$ cat src/rtl/cordic_angle_gen_if.sv
// Request/status bundle between a sweep controller and the CORDIC angle generator.
// The controller drives the sweep request; the generator returns the angle stream and status.
interface cordic_angle_gen_if #(
    parameter int unsigned CNT_W = 16
);
    logic                    start;
    logic                    abort;
    logic signed [31:0]      start_angle;
    logic signed [31:0]      step;
    logic        [CNT_W-1:0] num_samples;
    logic signed [31:0]      angle;
    logic                    angle_vaild;
    logic                    busy;
    logic                    done;
    logic                    err;

    modport master (
        output start, abort, start_angle, step, num_samples,
        input  angle, angle_vaild, busy, done, err
    );

    modport slave (
        input  start, abort, start_angle, step, num_samples,
        output angle, angle_vaild, busy, done, err
    );
endinterface

$ cat src/rtl/cordic_angle_gen.sv
// Generates a stream of Q16.16 degree angles start, start+step, ... wrapped to [-180, +180),
// one per cycle, to feed a CORDIC sin/cos stage.
module cordic_angle_gen #(
    parameter int unsigned CNT_W = 16
) (
    input logic               clk,
    input logic               rst,
    cordic_angle_gen_if.slave bus
);
    localparam logic signed [32:0] HalfTurn = 33'sd11796480;
    localparam logic signed [32:0] FullTurn = 33'sd23592960;

    typedef enum logic [1:0] {StIdle, StRun, StDone} state_e;

    state_e             state_q, state_d;
    logic signed [31:0] angle_q, angle_d;
    logic signed [31:0] acc_q, acc_d;
    logic signed [31:0] step_q, step_d;
    logic [CNT_W-1:0]   cnt_q, cnt_d;
    logic               vaild_q, vaild_d;
    logic               busy_q, busy_d;
    logic               done_q, done_d;
    logic               err_q, err_d;

    logic signed [32:0] start_x;
    logic signed [32:0] step_x;
    logic               start_ok;

    // Operands are already in range, so one correction brings the sum back into range.
    function automatic logic signed [31:0] wrap_add(input logic signed [31:0] a,
                                                    input logic signed [31:0] b);
        logic signed [32:0] s;
        s = {a[31], a} + {b[31], b};
        if (s >= HalfTurn) begin
            s = s - FullTurn;
        end else if (s < -HalfTurn) begin
            s = s + FullTurn;
        end
        return s[31:0];
    endfunction

    assign start_x  = {bus.start_angle[31], bus.start_angle};
    assign step_x   = {bus.step[31], bus.step};
    assign start_ok = (start_x >= -HalfTurn) && (start_x < HalfTurn) &&
                      (step_x > -HalfTurn) && (step_x < HalfTurn);

    always_ff @(posedge clk or posedge rst) begin
        if (rst) begin
            state_q <= StIdle;
        end else begin
            state_q <= state_d;
        end
    end

    always_comb begin
        state_d = state_q;
        unique case (state_q)
            StIdle: begin
                if (bus.start && start_ok) begin
                    state_d = (bus.num_samples == '0) ? StDone : StRun;
                end
            end
            StRun: begin
                if (bus.abort) begin
                    state_d = StIdle;
                end else if (cnt_q == '0) begin
                    state_d = StDone;
                end
            end
            StDone:  state_d = StIdle;
            default: state_d = StIdle;
        endcase
    end

    // Next values of the registered outputs and datapath; acc_q is the angle to emit next.
    always_comb begin
        angle_d = angle_q;
        acc_d   = acc_q;
        step_d  = step_q;
        cnt_d   = cnt_q;
        vaild_d = 1'b0;
        busy_d  = 1'b0;
        done_d  = 1'b0;
        err_d   = 1'b0;
        unique case (state_q)
            StIdle: begin
                if (bus.start) begin
                    if (start_ok) begin
                        step_d = bus.step;
                        if (bus.num_samples == '0) begin
                            done_d = 1'b1;
                        end else begin
                            angle_d = bus.start_angle;
                            acc_d   = wrap_add(bus.start_angle, bus.step);
                            cnt_d   = bus.num_samples - CNT_W'(1);
                            vaild_d = 1'b1;
                            busy_d  = 1'b1;
                        end
                    end else begin
                        err_d = 1'b1;
                    end
                end
            end
            StRun: begin
                if (!bus.abort) begin
                    if (cnt_q == '0) begin
                        done_d = 1'b1;
                    end else begin
                        angle_d = acc_q;
                        acc_d   = wrap_add(acc_q, step_q);
                        cnt_d   = cnt_q - CNT_W'(1);
                        vaild_d = 1'b1;
                        busy_d  = 1'b1;
                    end
                end
            end
            default: ;
        endcase
    end

    always_ff @(posedge clk or posedge rst) begin
        if (rst) begin
            angle_q <= '0;
            acc_q   <= '0;
            step_q  <= '0;
            cnt_q   <= '0;
            vaild_q <= 1'b0;
            busy_q  <= 1'b0;
            done_q  <= 1'b0;
            err_q   <= 1'b0;
        end else begin
            angle_q <= angle_d;
            acc_q   <= acc_d;
            step_q  <= step_d;
            cnt_q   <= cnt_d;
            vaild_q <= vaild_d;
            busy_q  <= busy_d;
            done_q  <= done_d;
            err_q   <= err_d;
        end
    end

    assign bus.angle       = angle_q;
    assign bus.angle_vaild = vaild_q;
    assign bus.busy        = busy_q;
    assign bus.done        = done_q;
    assign bus.err         = err_q;
endmodule
$ cat src/flat_wrapper.sv
// flat-port wrapper written by rule: the top's interface ports become plain ports
module cordic_angle_gen_flat 
#(
    parameter int unsigned CNT_W = 16
)
  (clk, rst, bus_start, bus_abort, bus_start_angle, bus_step, bus_num_samples, bus_angle, bus_angle_vaild, bus_busy, bus_done, bus_err);
  cordic_angle_gen_if #(.CNT_W(CNT_W)) bus_i ();
  input logic clk;
  input logic rst;
  input wire logic [$bits(bus_i.start)-1:0] bus_start;
  input wire logic [$bits(bus_i.abort)-1:0] bus_abort;
  input wire logic [$bits(bus_i.start_angle)-1:0] bus_start_angle;
  input wire logic [$bits(bus_i.step)-1:0] bus_step;
  input wire logic [$bits(bus_i.num_samples)-1:0] bus_num_samples;
  output wire logic [$bits(bus_i.angle)-1:0] bus_angle;
  output wire logic [$bits(bus_i.angle_vaild)-1:0] bus_angle_vaild;
  output wire logic [$bits(bus_i.busy)-1:0] bus_busy;
  output wire logic [$bits(bus_i.done)-1:0] bus_done;
  output wire logic [$bits(bus_i.err)-1:0] bus_err;
  assign bus_i.start = bus_start;
  assign bus_i.abort = bus_abort;
  assign bus_i.start_angle = bus_start_angle;
  assign bus_i.step = bus_step;
  assign bus_i.num_samples = bus_num_samples;
  assign bus_angle = bus_i.angle;
  assign bus_angle_vaild = bus_i.angle_vaild;
  assign bus_busy = bus_i.busy;
  assign bus_done = bus_i.done;
  assign bus_err = bus_i.err;
  cordic_angle_gen #(.CNT_W(CNT_W)) u_core (.clk(clk), .rst(rst), .bus(bus_i));
endmodule
$ cat config.mk
export PLATFORM = sky130hd
export DESIGN_NAME = cordic_angle_gen_flat
export DESIGN_NICKNAME = d
export VERILOG_FILES = /design/src/rtl/cordic_angle_gen_if.sv /design/src/rtl/cordic_angle_gen.sv /design/src/flat_wrapper.sv
export SDC_FILE = /design/constraint.sdc
export NUM_CORES = 1
export LEC_CHECK = 0
export BUFFER_PORTS_ARGS = -buffer_cell sky130_fd_sc_hd__buf_4
export CAP_MARGIN = 10
export CELL_PAD_IN_SITES_DETAIL_PLACEMENT = 1
export CELL_PAD_IN_SITES_GLOBAL_PLACEMENT = 1
export CORE_MARGIN = 5
export CORE_UTILIZATION = 37
export DETAILED_ROUTE_END_ITERATION = 16
export MAX_ROUTING_LAYER = met4
export PLACE_DENSITY = 0.67
export SLEW_MARGIN = 5
export SYNTH_ARGS = -nofsm -noshare
export SYNTH_HDL_FRONTEND = slang
export SYNTH_SLANG_ARGS = --single-unit
$ cat constraint.sdc
create_clock -name clk -period 6.4 [get_ports clk]
set_clock_uncertainty 0.1 [all_clocks]
set_input_delay 1.28 -clock clk [delete_from_list [all_inputs] [get_ports clk]]
set_output_delay 1.28 -clock clk [all_outputs]
set_load 0.1 [all_outputs]
After elaboration in Yosys (flattened, before gate mapping)
Index checks and enable logic that the tools add are counted.
{"block": "totals", "regBits": 117, "latchBits": 0, "mem_bits_rw": 0, "rom_bits": 0, "in_bits": 84, "out_inout_bits": 36, "elab_cells": 85, "memories": 0}
{"block": "op_classes", "add_sub_neg": 8, "multipliers": 0, "n_div": 0, "n_lt_le_gt_ge": 8, "n_eq_ne": 8, "shift": 0, "mux": 42, "n_bitwise": 0, "n_reduce_logical": 11}
{"operator": "$mux 32", "n": 14}
{"operator": "$pmux 32 s2", "n": 2}
{"operator": "$mux 16", "n": 5}
{"operator": "$add 32x32->33", "n": 2}
{"operator": "$ge 33x25->1 const B", "n": 2}
{"operator": "$lt 33x25->1 const B", "n": 2}
{"operator": "$add 32x26->32 const B", "n": 2}
{"operator": "$lt 32x25->1 const B", "n": 2}
{"operator": "$sub 32x26->32 const B", "n": 2}
{"operator": "$ge 32x25->1 const B", "n": 1}
{"operator": "$gt 32x25->1 const B", "n": 1}
{"operator": "$logic_not 16->1", "n": 2}
{"operator": "$pmux 16 s2", "n": 1}
{"operator": "$sub 16x1->16 const B", "n": 2}
{"operator": "$mux 1", "n": 13}
{"operator": "$mux 2", "n": 4}
{"operator": "$ne 2x2->1 const B", "n": 4}
{"operator": "$reduce_and 6->1", "n": 1}
{"operator": "$logic_and 1x1->1", "n": 4}
{"operator": "$ne 2x1->1 const B", "n": 2}
{"operator": "$pmux 1 s2", "n": 2}
{"operator": "$pmux 2 s2", "n": 1}
{"operator": "$ne 3x2->1 const B", "n": 1}
{"operator": "$reduce_and 3->1", "n": 1}
{"operator": "4 further kinds", "n": 4}

Longest topological paths before layout
{"block": "depth", "ltp_word": 8, "ltp_mapped": 17, "ltp_nobuf": 17}

Worst setup path after synthesis
OpenSTA, ideal clock, no wires.
{"block": "synth_path", "path_type": "input -> register", "start": "input bus_step[0]", "end": "register u_core.acc_q[30]", "setup_ps": 123, "t_arrival_ps": 4568, "required_ps": 6177, "path_slack_ps": 1609, "path_stages": 14, "path_buffers": 0, "cell_sequence": "ha_1 -> fa_1 -> a211oi_2 -> o21ai_2 -> a21oi_2 -> o211ai_2 -> a211o_1 -> nand2_1 -> or3b_4 -> or2_1 -> nor4b_2 -> a21oi_1 -> xnor2_1 -> o221a_2"}
{"block": "synth_between", "elab_chain_len": 8, "elab_cells_between_ends": 17, "classes_between": "add/sub (3); order compare (4); eq/ne (1); mux (6); reduce/logical (3)"}
{"item": "from (decl)", "line_no": "flat_wrapper.sv:13", "text": "input wire logic [$bits(bus_i.step)-1:0] bus_step;"}
{"item": "$add 32x32->33", "line_no": "cordic_angle_gen.sv:33", "text": "s = {a[31], a} + {b[31], b};"}
{"item": "$add 32x26->32 or $lt 33x25->1 (tied branches)", "line_no": "cordic_angle_gen.sv:37, cordic_angle_gen.sv:36"}
{"item": "$mux 32", "line_no": "cordic_angle_gen.sv:36", "text": "end else if (s < -HalfTurn) begin"}
{"item": "$mux 32", "line_no": "cordic_angle_gen.sv:34", "text": "if (s >= HalfTurn) begin"}
{"item": "$mux 32", "line_no": "cordic_angle_gen.sv:90", "text": "if (bus.num_samples == '0) begin"}
{"item": "$mux 32", "line_no": "cordic_angle_gen.sv:88", "text": "if (start_ok) begin"}
{"item": "$mux 32", "line_no": "cordic_angle_gen.sv:87", "text": "if (bus.start) begin"}
{"item": "$pmux 32 s2", "line_no": "cordic_angle_gen.sv:85", "text": "unique case (state_q)"}
{"item": "to (signal assigned)", "line_no": "cordic_angle_gen.sv:124", "text": "acc_q <= '0;"}
{"item": "to (signal assigned)", "line_no": "cordic_angle_gen.sv:133", "text": "acc_q <= acc_d;"}
{"item": "to (decl)", "line_no": "cordic_angle_gen.sv:17", "text": "logic signed [31:0] acc_q, acc_d;"}
Parallel ways exist; a longest one is shown, timed or not. The select of a mux whose other input is x is not followed.
A chain may end at the register's enable or synchronous reset.

Final worst setup path
Ends and elaborated chain as after synthesis.

==> impl_metrics.yaml <==
clock_tree:
  insertion_delay_ns: 0.43
  numCtsBuffers: 17
  cts_tree: "yes"
  cts_root_buf: "clkbuf_16"
  cts_setup_buffers: 0
  clk_pin_slew_ns: 0.06
  postCtsHoldBufs: 0
  cts-htree-levels: 4
  clock_path_buffers: 2
  cts_sinks: 117
  cts_resized: 0
cells_and_area:
  nNetsFinal: 1667
  drive_gt1_share_pct: 14.2
  diodes: 0
  areaGrowthSynthToFinish_pct: 16.1
  fin_cells: 1911
worst_setup_path:
  reg2regPathDepth: 14
  r2r-start: "u_core.acc_q[0]$_DFFE_PP0P_"
  arrival_ns: 5.17
  r2r-end: "u_core.acc_q[30]$_DFFE_PP0P_"
  worst-path-max-fanout: 8
  ff2ff_setup_slack_ns: 1.62
  cp_data_required_time_ns: 6.62
  crit_path_end_kind: "flip-flop"
  crit_type: "primary input to flip-flop"
  crit_path_start_kind: "primary input"
placed_design:
  hpwlAfterDp_mm: 33.9
  portBuffers: 119
  dp.cells: 1879
  gp_congestion: 0.923
yosys:
  synth_top_area_cell: "dfrtp_1"
  synthTopCellsByArea: "dfrtp_1 27%, nand2_1 9.9%, ha_1 7.7%"
  syn_inst: 1437
  synth_commonest_cells: "286 x nand2_1, 147 x nor2_1, 117 x dfrtp_1"
  ys.flop_type: "dfrtp_1"
  syn-cell-area_sq_mm: 0.0109
  synth_edf_count: 0
  async_flop_share_pct: 100
  seq_area_frac_synth_pct: 26.9
  avgSynthCellArea_sq_um: 7.58
  ys_types: 94
  synth_warnings: 0
  ys_seq_elements: 117
  synth_top_area_share_pct: 26.9
  yosysMostFrequentCell: "nand2_1"
  synth_nets: 1590
outcome:
  outcome: "finished, final reports clean"
pwr:
  cellPowerDensity_mw_per_mm2: 177
  leakage_uw: 0.00589
  total_power_uw: 2240
  vdd_ir_drop_max_uv: 190
worst_hold_path:
  hp-class: "flip-flop to flip-flop"
  hold_end: "u_core.step_q[18]$_DFFE_PP0P_"
  hp-start: "u_core.step_q[18]$_DFFE_PP0P_"
  hold_path_depth: 2
detailed_routing:
  antenna_left: 0
  wl_met1_mm: 22.6
  via_count: 11500
  drcViolationCount: 0
  vias_per_cell: 5.99
  routed-wl-met3_mm: 2.14
  routed.top_layer: "met4"
  drtIter0Drc: 828
  dr.pass1.iters: 5
  wl_mm: 43.1
  routedWlPerCell_microns: 22.6
  met2_length_mm: 17.8
timing:
  worst_pin_slew_ns: 0.863
  whs_ns: 0.381
  setup_violations: 0
  tns_ns: 0
  final-hold-violation-count: 0
  period_share_pct: 77.4
  rsz0062_at_grt: "false"
  fin_crit_ns: 4.95
  slew_headroom_pct: 41.0
  clock.fmax_mhz: 202
  finalMaxSlewViolations: 0
global_route:
  track_usage_pct: 26.6
  grt_first_pass_wirelength_mm: 68.1
  grt_max_degree: 69
  grt_pass1_vias: 11400
  antenna_found_initial: 1
  gr-total-overflow: 0
floorplan:
  die_w_microns: 182
  fp.dieH_microns: 182
  dieArea_sq_mm: 0.0330
  core_sq_mm: 0.0289
  initial_utilization_pct: 37.7
  fp-row-count: 62
  pin_count: 120
flow_run:
  drv_cap: 0
==> layout make-up <==
cell class	count	area (sq um)
well taps	384	480
repair buffers	130	976
clock inverters	14	153
multi-input cells	1226	7590
inverters	22	86.3
fillers	3656	16200
flip-flops and latches	117	2930
clock buffers	18	429
==> worst max-delay path, stage by stage <==
cell	delay, ns
buf_4	0.12
ha_1	0.24
fa_1	0.44
a211oi_2	0.30
o211ai_1	0.12
and3_1	0.24
o211a_1	0.24
a211oi_2	0.50
ha_1	0.31
a311oi_1	0.07
o2111ai_1	0.38
nor4b_2	0.39
a21oi_1	0.14
xnor2_1	0.15
o221a_2	0.24
==> worst max-delay path by stage <==
stage	startpoint	endpoint	slack, ns	cells past startpoint
2_1_floorplan	bus_step[0]	u_core.acc_q[30]$_DFFE_PP0P_	1.61	14
3_3_place_gp	bus_step[0]	u_core.acc_q[30]$_DFFE_PP0P_	1.18	15
3_5_place_dp	bus_step[0]	u_core.acc_q[30]$_DFFE_PP0P_	1.08	15
4_1_cts	bus_step[0]	u_core.acc_q[30]$_DFFE_PP0P_	1.51	15
5_1_grt	bus_step[0]	u_core.acc_q[26]$_DFFE_PP0P_	1.28	16
6_report	bus_step[0]	u_core.acc_q[30]$_DFFE_PP0P_	1.45	15
==> kinds of logic (layout without fill, tap and decap cells) <==
group	count (synthesis)	in the layout	synth area share [%]
xor+xnor	68	68	5.54
fa+ha+maj	69	69	8.07
buf+inv	94	184	3.65
mux	16	16	1.54
simple gates	641	641	26.9
compound gates	432	432	27.4
flops	117	117	26.9
==> cell usage in the layout (no fill, tap or decap), types with 10 or more instances in the layout <==
cell and n:
o21ai_0 68, nand4_1 22, ha_1 67, a31oi_1 52
nor2_1 146, a211oi_1 21, buf_4 130, and2_1 12
o31ai_1 10, inv_1 19, and3_1 14, nor3b_1 10
nor4_1 27, nand3_1 23, a21o_1 23, dfrtp_1 117
nand2_1 286, xor2_1 27, o211ai_1 20, nor3_1 47
clkbuf_16 17, o21a_1 17, mux2i_1 13, a211o_1 12
a21oi_1 94, xnor2_1 40
==> metrics by stage <==
step	cell area (sq um)	util (%)	setup slack, ns
2_1_floorplan	10900	-	1.61
3_3_place_gp	12100	41.8	1.18
3_5_place_dp	12100	41.8	1.08
4_1_cts	12600	43.8	1.51
5_1_grt	12600	43.8	1.28
6_report	12600	43.8	1.45
==> routing by layer <==
metal  vias to the layer above  global-route usage (%)
li1                       5424                       -
met1                      5717                    41.4
met2                       283                    36.5
met3                        31                    3.94
met4                         0                    5.19
met5                         -                       -
==> sequential cells by signal, indices dropped and copies added (netlist names) <==
| signal | cells |
|---|---|
| u_core.cnt_q | 16 |
| u_core.bus.angle | 32 |
| u_core.step_q | 32 |
| u_core.bus.done | 1 |
| u_core.bus.err | 1 |
| u_core.acc_q | 32 |
| u_core.bus.angle_vaild | 1 |
| u_core.state_q | 2 |
==> report_power, final <==
group          total (uW)  leakage (uW)  internal [uW]  switching, uW
clock network         992      0.000285            577            415
logic                 503       0.00399            186            317
registers             743       0.00162            741           1.70
total                2240       0.00589           1500            734
(Power assumes the default switching activity.)
